--- config.mk ---
export PLATFORM = sky130hd
export DESIGN_NAME = gcd_stein_unit
export DESIGN_NICKNAME = d
export VERILOG_FILES = /design/src/rtl/gcd_stein_unit.sv
export SDC_FILE = /design/constraint.sdc
export NUM_CORES = 1
export LEC_CHECK = 0
export ABC_CLOCK_PERIOD_IN_PS = 4400
export CAP_MARGIN = 30
export CELL_PAD_IN_SITES_DETAIL_PLACEMENT = 0
export CELL_PAD_IN_SITES_GLOBAL_PLACEMENT = 2
export CORE_ASPECT_RATIO = 1.4
export CORE_MARGIN = 2
export CORE_UTILIZATION = 30
export DETAILED_ROUTE_END_ITERATION = 8
export PLACE_DENSITY = 0.72
export SLEW_MARGIN = 20
export SYNTH_ARGS = -nofsm -noshare
export SYNTH_HDL_FRONTEND = slang
export SYNTH_SLANG_ARGS = --single-unit
--- constraint.sdc ---
create_clock -name clk -period 4.4 [get_ports clk]
set_input_delay 1.32 -clock clk [delete_from_list [all_inputs] [get_ports clk]]
set_output_delay 1.32 -clock clk [all_outputs]
set_load 0.01 [all_outputs]
--- src/rtl/gcd_stein_unit.sv ---
// gcd_stein_unit: binary (Stein) GCD engine.
// One operand pair is in flight at a time. Each REDUCE step is either a shift
// or a subtract-and-shift. The result and the number of REDUCE steps are held
// on the output channel until the consumer takes them.
//
// Handshake: a transfer happens on a rising clk edge where valid and ready are
// both 1. in_ready is high only in IDLE, and out_valid is high only in OUT.
// out_gcd and out_cycles stay stable while out_valid=1 and out_ready=0.
module gcd_stein_unit #(
    parameter int WIDTH = 32,
    parameter int CNT_W = $clog2(2*WIDTH+1)
) (
    input  logic             clk,
    input  logic             reset_n,
    input  logic             in_valid,
    output logic             in_ready,
    input  logic [WIDTH-1:0] in_a,
    input  logic [WIDTH-1:0] in_b,
    output logic             out_valid,
    input  logic             out_ready,
    output logic [WIDTH-1:0] out_gcd,
    output logic [CNT_W-1:0] out_cycles,
    output logic [1:0]       dbg_state_o
);

    localparam int K_W = $clog2(WIDTH+1);
    localparam logic [CNT_W-1:0] CNT_ONE = CNT_W'(1);
    localparam logic [K_W-1:0]   K_ONE   = K_W'(1);

    typedef enum logic [1:0] {
        ST_IDLE   = 2'd0,
        ST_REDUCE = 2'd1,
        ST_OUT    = 2'd2
    } state_t;

    state_t           state_q, state_d;
    logic [WIDTH-1:0] a_q, a_d;
    logic [WIDTH-1:0] b_q, b_d;
    logic [K_W-1:0]   k_q, k_d;
    logic [CNT_W-1:0] cnt_q, cnt_d;
    logic [WIDTH-1:0] gcd_q, gcd_d;
    logic [CNT_W-1:0] cyc_q, cyc_d;

    // Both subtractions are formed, but only the one where the larger operand
    // is the minuend is used, so neither can wrap when it is selected.
    logic [WIDTH-1:0] diff_ab, diff_ba;
    assign diff_ab = a_q - b_q;
    assign diff_ba = b_q - a_q;

    // State and datapath registers with synchronous active-low clear.
    always_ff @(posedge clk) begin
        if (!reset_n) begin
            state_q <= ST_IDLE;
            a_q     <= '0;
            b_q     <= '0;
            k_q     <= '0;
            cnt_q   <= '0;
            gcd_q   <= '0;
            cyc_q   <= '0;
        end else begin
            state_q <= state_d;
            a_q     <= a_d;
            b_q     <= b_d;
            k_q     <= k_d;
            cnt_q   <= cnt_d;
            gcd_q   <= gcd_d;
            cyc_q   <= cyc_d;
        end
    end

    // Next-state and datapath update: accept, one reduction step, or hand off.
    always_comb begin
        state_d = state_q;
        a_d     = a_q;
        b_d     = b_q;
        k_d     = k_q;
        cnt_d   = cnt_q;
        gcd_d   = gcd_q;
        cyc_d   = cyc_q;
        case (state_q)
            ST_IDLE: begin
                if (in_valid) begin
                    if ((in_a == '0) || (in_b == '0)) begin
                        // gcd(x,0)=x and gcd(0,0)=0, no reduction needed
                        gcd_d   = in_a | in_b;
                        cyc_d   = '0;
                        state_d = ST_OUT;
                    end else begin
                        a_d     = in_a;
                        b_d     = in_b;
                        k_d     = '0;
                        cnt_d   = '0;
                        state_d = ST_REDUCE;
                    end
                end
            end
            ST_REDUCE: begin
                cnt_d = cnt_q + CNT_ONE;
                if (a_q == b_q) begin
                    // restore the common power of two removed earlier
                    gcd_d   = a_q << k_q;
                    cyc_d   = cnt_q + CNT_ONE;
                    state_d = ST_OUT;
                end else if (!a_q[0] && !b_q[0]) begin
                    a_d = a_q >> 1;
                    b_d = b_q >> 1;
                    k_d = k_q + K_ONE;
                end else if (!a_q[0]) begin
                    a_d = a_q >> 1;
                end else if (!b_q[0]) begin
                    b_d = b_q >> 1;
                end else if (a_q > b_q) begin
                    // odd minus odd is even, so the shift drops no information
                    a_d = diff_ab >> 1;
                end else begin
                    b_d = diff_ba >> 1;
                end
            end
            ST_OUT: begin
                if (out_ready) begin
                    state_d = ST_IDLE;
                end
            end
            default: begin
                state_d = ST_IDLE;
            end
        endcase
    end

    // Handshake flags, result outputs and the exposed state are all decoded
    // from registers.
    always_comb begin
        in_ready    = (state_q == ST_IDLE);
        out_valid   = (state_q == ST_OUT);
        out_gcd     = gcd_q;
        out_cycles  = cyc_q;
        dbg_state_o = state_q;
    end

endmodule

==> summary.txt, run 1 <==
Flow run
  – Max-cap violations: 0

Global route
  – Maximum number of pins on one net before global-route repair: 76
  – Vias in the first global route: 11,380
  – GR Overflow Total: 0
  – Global-route wire length before repair: 72,000 um
  – Initial antenna violation count: 0
  – GRT Util Overall: 0.253

Synth
  – Top_reg_cell synth: dfxtp_1
  – FFs w/ async S/R, synth: 0
  – Yosys top cell area share: 0.217
  – Synth top area cells: dfxtp_1 (22%), ha_1 (7.8%), o21ai_0 (6.9%)
  – Leading area contributor after synthesis: dfxtp_1
  – Netlist cell types: 78
  – Cell Area, Synth: 10,900 um2
  – Synth Warn #: 0
  – Post-synthesis sequential area ratio: 0.217
  – Syn nets: 1,572
  – Number of synthesized flops with an enable pin: 0
  – Post-synthesis register bit count: 118
  – Syn avg cell area: 7.60 um2
  – Syn Inst Count: 1,434
  – Synth top cells by count: o21ai_0 (150), nand2_1 (139), dfxtp_1 (118)
  – Most common cell in the netlist: o21ai_0

Finish
  – # diodes: 0
  – Fin area: 13,100 um2
  – Layout cells sized above 1: 0.0908
  – Layout Area Growth over Synthesis: 20.6%
  – Nets: 1,646
  – Non-Filler Instances: 1,982

Outcome
  – Status: finished, final reports clean

Clock tree
  – Clock latency on the worst-skew pair: 450 ps
  – CTS clock-pin slew for the worst setup and hold paths: 60 ps
  – Post-cts sizing count: 0
  – Clock buffer count from CTS: 17
  – Htree depth: 4
  – # Post-CTS Setup Buffers: 0
  – Clock Tree Buf Depth: 2
  – Clock sink count: 118
  – Post-CTS Hold Buffers: 0
  – CTS tree: yes
  – CTS Root Cell: clkbuf_16

Timing
  – Max_slew headroom: 0.347
  – Period utilization: 0.935
  – Endpoints failing setup: 0
  – Final setup skew: 9.73 ps
  – Unrepaired setup endpoints after global routing: false
  – Upper clock frequency limit: 243 MHz
  – Hold violation count in the final report: 0
  – Post-route setup TNS: 0 ps
  – Final Slew Violations: 0
  – Slew of the pin with the lowest slew margin: 977 ps
  – Minimum clock period: 4120 ps

Critical path
  – CP Cell Sequence: clkdlybuf4s50_1, nor4_1, buf_4, nand4_1, o22ai_1, inv_1, nand2_1, a21oi_2, o21a_2, nand2_1, o31ai_1
  – Element type at the critical path end: flip-flop
  – Worst EP arrival: 4470 ps
  – Critical path type: primary input to flip-flop
  – CP Capture Point: a_q[9]
  – CP most frequent cell: nand2_1
  – Worst path required time: 4750 ps
  – RR Startpoint: a_q[21]
  – Crit path from: in_b[31]
  – Crit path max fanout: 24
  – Worst path max stage delay: 580 ps
  – Buf/Inv on CP: 3
  – Reg2reg end: a_q[9]
  – R2r setup slk: 350 ps
  – Critical Path Slowest Stage Cell: o21a_2
  – Startpoint types: primary input
  – R2R cell count: 10
  – Delay-heaviest family, CP: compound AO/OA/AOI/OAI gates
  – CP Depth: 11

Floorplanning
  – Initial cell density of the core: 0.304
  – Core Rows: 82
  – Core ar.: 35,800 um2
  – Die Span Y: 229 um
  – IO Count: 111
  – Area of the die: 37,900 um2
  – Die Span X: 165 um

Drt
  – DR DRC count: 0
  – TritonRoute pass-1 iters: 5
  – Total Wirelength: 47,500 um
  – Met1 Routed Length: 19,900 um
  – DR WL met2: 23,700 um
  – DR iter-0 viols: 896
  – Final ANT Viol Nets: 0
  – Met3 WL: 1770 um
  – Drt wl/cell: 24.0 um
  – Vias per cell: 5.73
  – Highest routed layer: met4
  – Via count: 11,365

Placement
  – Placed inst area: 12,600 um2
  – Post-DP HPWL: 37,700 um
  – Placed cell count: 1,951
  – RePlAce Congestion: 0.880
  – Quantity of I/O buffers inserted on ports: 110

Power
  – Worst vdd ir: 0.000294 V
  – Leakage power: 4.98 nW
  – Pwr dens: 366 nW/um2

Min path
  – Worst Hold Class: flip-flop to flip-flop
flip-flops by register name, summed over array words and instances (netlist names):
signal / cells
cnt_q: 7
b_q: 32
out_gcd: 32
dbg_state_o: 2
k_q: 6
out_cycles: 7
a_q: 32
routing by layer:
layer  track usage  vias up
li1              -     5419
met1         0.317     5471
met2         0.433      381
met3        0.0243       94
met4         0.118        0
met5             0        -
cells in the final DEF, fill, tap and decap left out, types with 22 or more instances in the layout:
cell type and count:
ha_1 68, nand2_1 139, and2_1 24, buf_4 54
inv_1 80, nor2_1 75, dfxtp_1 117, o211ai_1 31
mux2i_1 26, a21oi_1 106, a21o_1 25, nand3_1 43
a31oi_1 22, o21ai_0 150, clkdlybuf4s50_1 109, xor2_1 24
a221oi_1 25, xnor2_1 41
per-stage QoR:
stage                     setup slack (ps)  utilization  hold slack (ps)  total power (W)
after floorplan                       1290            -              431          0.00267
after global placement                -103        0.351              445          0.00340
after detailed placement             -92.3        0.351              449          0.00337
after CTS                              346        0.367              460          0.00480
after global routing                   114        0.367              480          0.00505
final                                  285        0.367              459          0.00480
kinds of logic after synthesis:
group                    count (synthesis)  synth area share
AO/OA/AOI/OAI                          548             0.330
XOR/XNOR                                65            0.0523
adder cells (fa/ha/maj)                 70            0.0818
buffers and inverters                  192            0.0757
flip-flops                             118             0.217
multiplexers                            47            0.0663
AND/OR/NAND/NOR                        394             0.177
layout make-up:
class	instances	area, um2
Clock inverter	12	128
Sequential cell	118	2360
Fill cell	3813	22700
Tap cell	462	578
Multi-Input combinational cell	1124	7740
Timing Repair Buffer	167	1580
Inverter	80	300
Clock buffer	19	453
worst register-to-register path, stage by stage (launching register included):
cell and delay [ps]:
dfxtp_1 440, inv_1 140, ha_1 520, nand2_1 200
or3_4 450, nor4_4 410, a31oi_4 230, a221oi_4 310
o21a_2 490, nand2_1 410, o31ai_1 360
worst min-delay path by stage:
stage                     cells past startpoint           from       endpoint
after floorplan                               2        b_q[31]        b_q[31]
after global placement                        2        b_q[31]        b_q[31]
after detailed placement                      2        b_q[31]        b_q[31]
after CTS                                     2        b_q[31]        b_q[31]
after global routing                          2  out_cycles[6]  out_cycles[6]
final                                         2        b_q[31]        b_q[31]
power breakdown:
part           internal [W]  switching [W]
combinational      0.000821        0.00134
sequential          0.00113      0.0000919
clock              0.000857       0.000564
total               0.00281        0.00199
Note: power is estimated with default switching activity, not from simulation.
==> run 2, diff against run 1 <==
--- a/config.mk
+++ b/config.mk
@@ -13,7 +13,9 @@
 export CORE_MARGIN = 2
 export CORE_UTILIZATION = 30
 export DETAILED_ROUTE_END_ITERATION = 8
+export MAX_ROUTING_LAYER = met4
 export PLACE_DENSITY = 0.72
+export REMOVE_ABC_BUFFERS = 1
 export SLEW_MARGIN = 20
 export SYNTH_ARGS = -nofsm -noshare
 export SYNTH_HDL_FRONTEND = slang
==> run 2 against run 1 <==
Against the previous run: cell area grew 1.5%; clock power grew 11%; register-to-register slack gained 50 ps; total power grew 3.7%; worst hold slack gained 1.5 ps; die area is the same; first-iteration DRC count shrank 8.8%; wire length grew 1.6%; clock-buffer cell count shrank 1; largest cell class unchanged; highest routed layer unchanged.
==> summary.txt, run 2 (synthesized netlist as in run 1, its figures left out) <==
Outcome
  – Status: finished, final reports clean

Placement
  – Setup WS pre-CTS: 100 ps (+193 ps)
  – Quantity of I/O buffers inserted on ports: 110 (unchanged)
  – Post-DP HPWL: 37,200 um (-1.4%)
  – RePlAce Congestion: 0.950 (+8.0%)
  – Placed cell count: 1,966 (+0.77%)

Clock tree
  – CTS Root Cell: clkbuf_16
  – Post-CTS Hold Buffers: 0 (unchanged)
  – Clock Tree Buf Depth: 2 (unchanged)
  – Clock sink count: 118 (unchanged)
  – Clock buffer count from CTS: 17 (unchanged)
  – CTS clock-pin slew for the worst setup and hold paths: 60 ps (about the same)
  – Htree depth: 4 (unchanged)
  – CTS tree: yes
  – Post-cts sizing count: 0 (unchanged)
  – # Post-CTS Setup Buffers: 0 (unchanged)
  – Clock latency on the worst-skew pair: 450 ps (about the same)

Finish
  – Layout Area Growth over Synthesis: 22.4%
  – Most common cell after layout, fill and taps aside: o21ai_0
  – Nets: 1,661 (+0.91%)
  – Non-Filler Instances: 1,999 (+0.86%)
  – Most frequent cells in the layout: o21ai_0 (150), nand2_1 (139), dfxtp_1 (117)
  – Layout cells sized above 1: 0.101 (+0.0101)

Timing
  – Post-route setup TNS: 0 ps (unchanged)
  – Slew of the pin with the lowest slew margin: 943 ps (-34.2 ps)
  – Final Slew Violations: 0 (unchanged)
  – Upper clock frequency limit: 250 MHz (+3.0%)
  – Unrepaired setup endpoints after global routing: false
  – Max_slew headroom: 0.370 (+0.0228)
  – Period utilization: 0.908 (-0.0271)
  – Endpoints failing setup: 0 (unchanged)
  – Worst hold margin: 461 ps (+1.51 ps)
  – Setup WS post-layout: 404 ps (+119 ps)
  – Minimum clock period: 4000 ps (-119 ps)
  – Final setup skew: 7.17 ps (-2.56 ps)
  – Hold violation count in the final report: 0 (unchanged)

Power
  – Worst vdd ir: 0.000258 V (-12%)
  – Leakage power: 5.10 nW (+2.5%)
  – Pwr dens: 373 nW/um2 (+2.1%)

Drt
  – TritonRoute pass-1 iters: 6 (+1)
  – Via count: 11,581 (+1.9%)
  – Drt wl/cell: 24.2 um (+0.78%)
  – DR iter-0 viols: 817 (-8.8%)
  – Vias per cell: 5.79 (+1.0%)
  – Total Wirelength: 48,300 um (+1.6%)
  – Final ANT Viol Nets: 0 (unchanged)
  – DR DRC count: 0 (unchanged)

Global route
  – GRT Util Overall: 0.264 (+0.0100)
  – Initial antenna violation count: 0 (unchanged)
  – Global-route wire length before repair: 72,400 um (+0.55%)
  – Maximum number of pins on one net before global-route repair: 56 (-26%)
  – GR Overflow Total: 0 (unchanged)
  – Vias in the first global route: 11,402 (+0.19%)

Critical path
  – Worst path required time: 4730 ps (-20 ps)
  – Worst path max stage delay: 570 ps (about the same)
  – Critical path type: flip-flop to flip-flop
  – Startpoint types: flip-flop
  – Worst EP arrival: 4330 ps (-140 ps)
  – Crit path max fanout: 5 (-79%)
  – CP Cell Sequence: inv_1, ha_1, fa_1, nor2b_1, o31a_2, a21oi_1, o31ai_2, a31oi_1, o21a_1, o41ai_1, xor2_1, a221oi_1, o21ai_1
  – Critical Path Slowest Stage Cell: o31ai_2
  – Element type at the critical path end: flip-flop

Floorplanning
  – Die Span Y: 229 um (unchanged)
  – Core ar.: 35,800 um2 (unchanged)
  – Initial cell density of the core: 0.304 (unchanged)
  – IO Count: 111 (unchanged)
  – Area of the die: 37,900 um2 (unchanged)
  – Die Span X: 165 um (unchanged)
  – Core Rows: 82 (unchanged)

Flow run
  – Max-cap violations: 0 (unchanged)

Min path
  – Worst Hold Class: flip-flop to flip-flop
## run 2: power breakdown
group	internal [W]	leakage (nW)	switching, W
registers	0.00113	0.966	0.0000844
logic	0.000833	3.83	0.00136
clock network	0.000968	0.307	0.000605
total	0.00293	5.10	0.00205
## run 2: worst paths after layout
kind	startpoint	to	slack (ps)	cells after the start
worst max register to register	b_q[0]	b_q[29]	400	13
worst max-delay path	b_q[0]	b_q[29]	400	13
worst min-delay path	out_gcd[26]	out_gcd[26]	460	2
worst min register to register	out_gcd[26]	out_gcd[26]	460	2
## run 2: layer usage
metal | global-route usage | vias to the layer above | wire length, um
li1 | - | 5452 | -
met1 | 0.319 | 5645 | 20200
met2 | 0.438 | 394 | 24100
met3 | 0.0306 | 90 | 2120
met4 | 0.113 | 0 | 1870
met5 | - | - | 0
## run 2: final cells by class
| type | instances | area, um2 |
|---|---|---|
| repair buffers | 182 | 1710 |
| diodes | 1 | 2.50 |
| inverters | 80 | 300 |
| clock inverters | 14 | 198 |
| clock buffers | 18 | 439 |
| fillers | 3808 | 22500 |
| well taps | 462 | 578 |
| flip-flops and latches | 118 | 2360 |
| multi-input cells | 1124 | 7740 |
## run 2: through the flow
stage / utilization / cell area (um2) / power [W]
floorplan: - / 10400 / 0.00261
global placement: 0.355 / 12700 / 0.00341
detailed placement: 0.355 / 12700 / 0.00339
CTS: 0.372 / 13300 / 0.00498
global route: 0.372 / 13300 / 0.00522
finish: 0.372 / 13300 / 0.00498
## run 2: worst max-delay path, delay by kind of cell (launching register included)
family | cells | cell delay [ps]
AOI/OAI and AO/OA | 8 | 2370
adders and majority gates | 2 | 640
DFF | 1 | 400
and+or+nand+nor | 1 | 200
buffers and inverters | 1 | 140
xor gates and xnor gates | 1 | 140
==> run 3, diff against run 2 <==
--- a/config.mk
+++ b/config.mk
@@ -16,7 +16,6 @@
 export MAX_ROUTING_LAYER = met4
 export PLACE_DENSITY = 0.72
 export REMOVE_ABC_BUFFERS = 1
-export SLEW_MARGIN = 20
 export SYNTH_ARGS = -nofsm -noshare
 export SYNTH_HDL_FRONTEND = slang
 export SYNTH_SLANG_ARGS = --single-unit
==> results of run 3 <==
No change in the layout: final DEF, timing and power equal those of run 2.
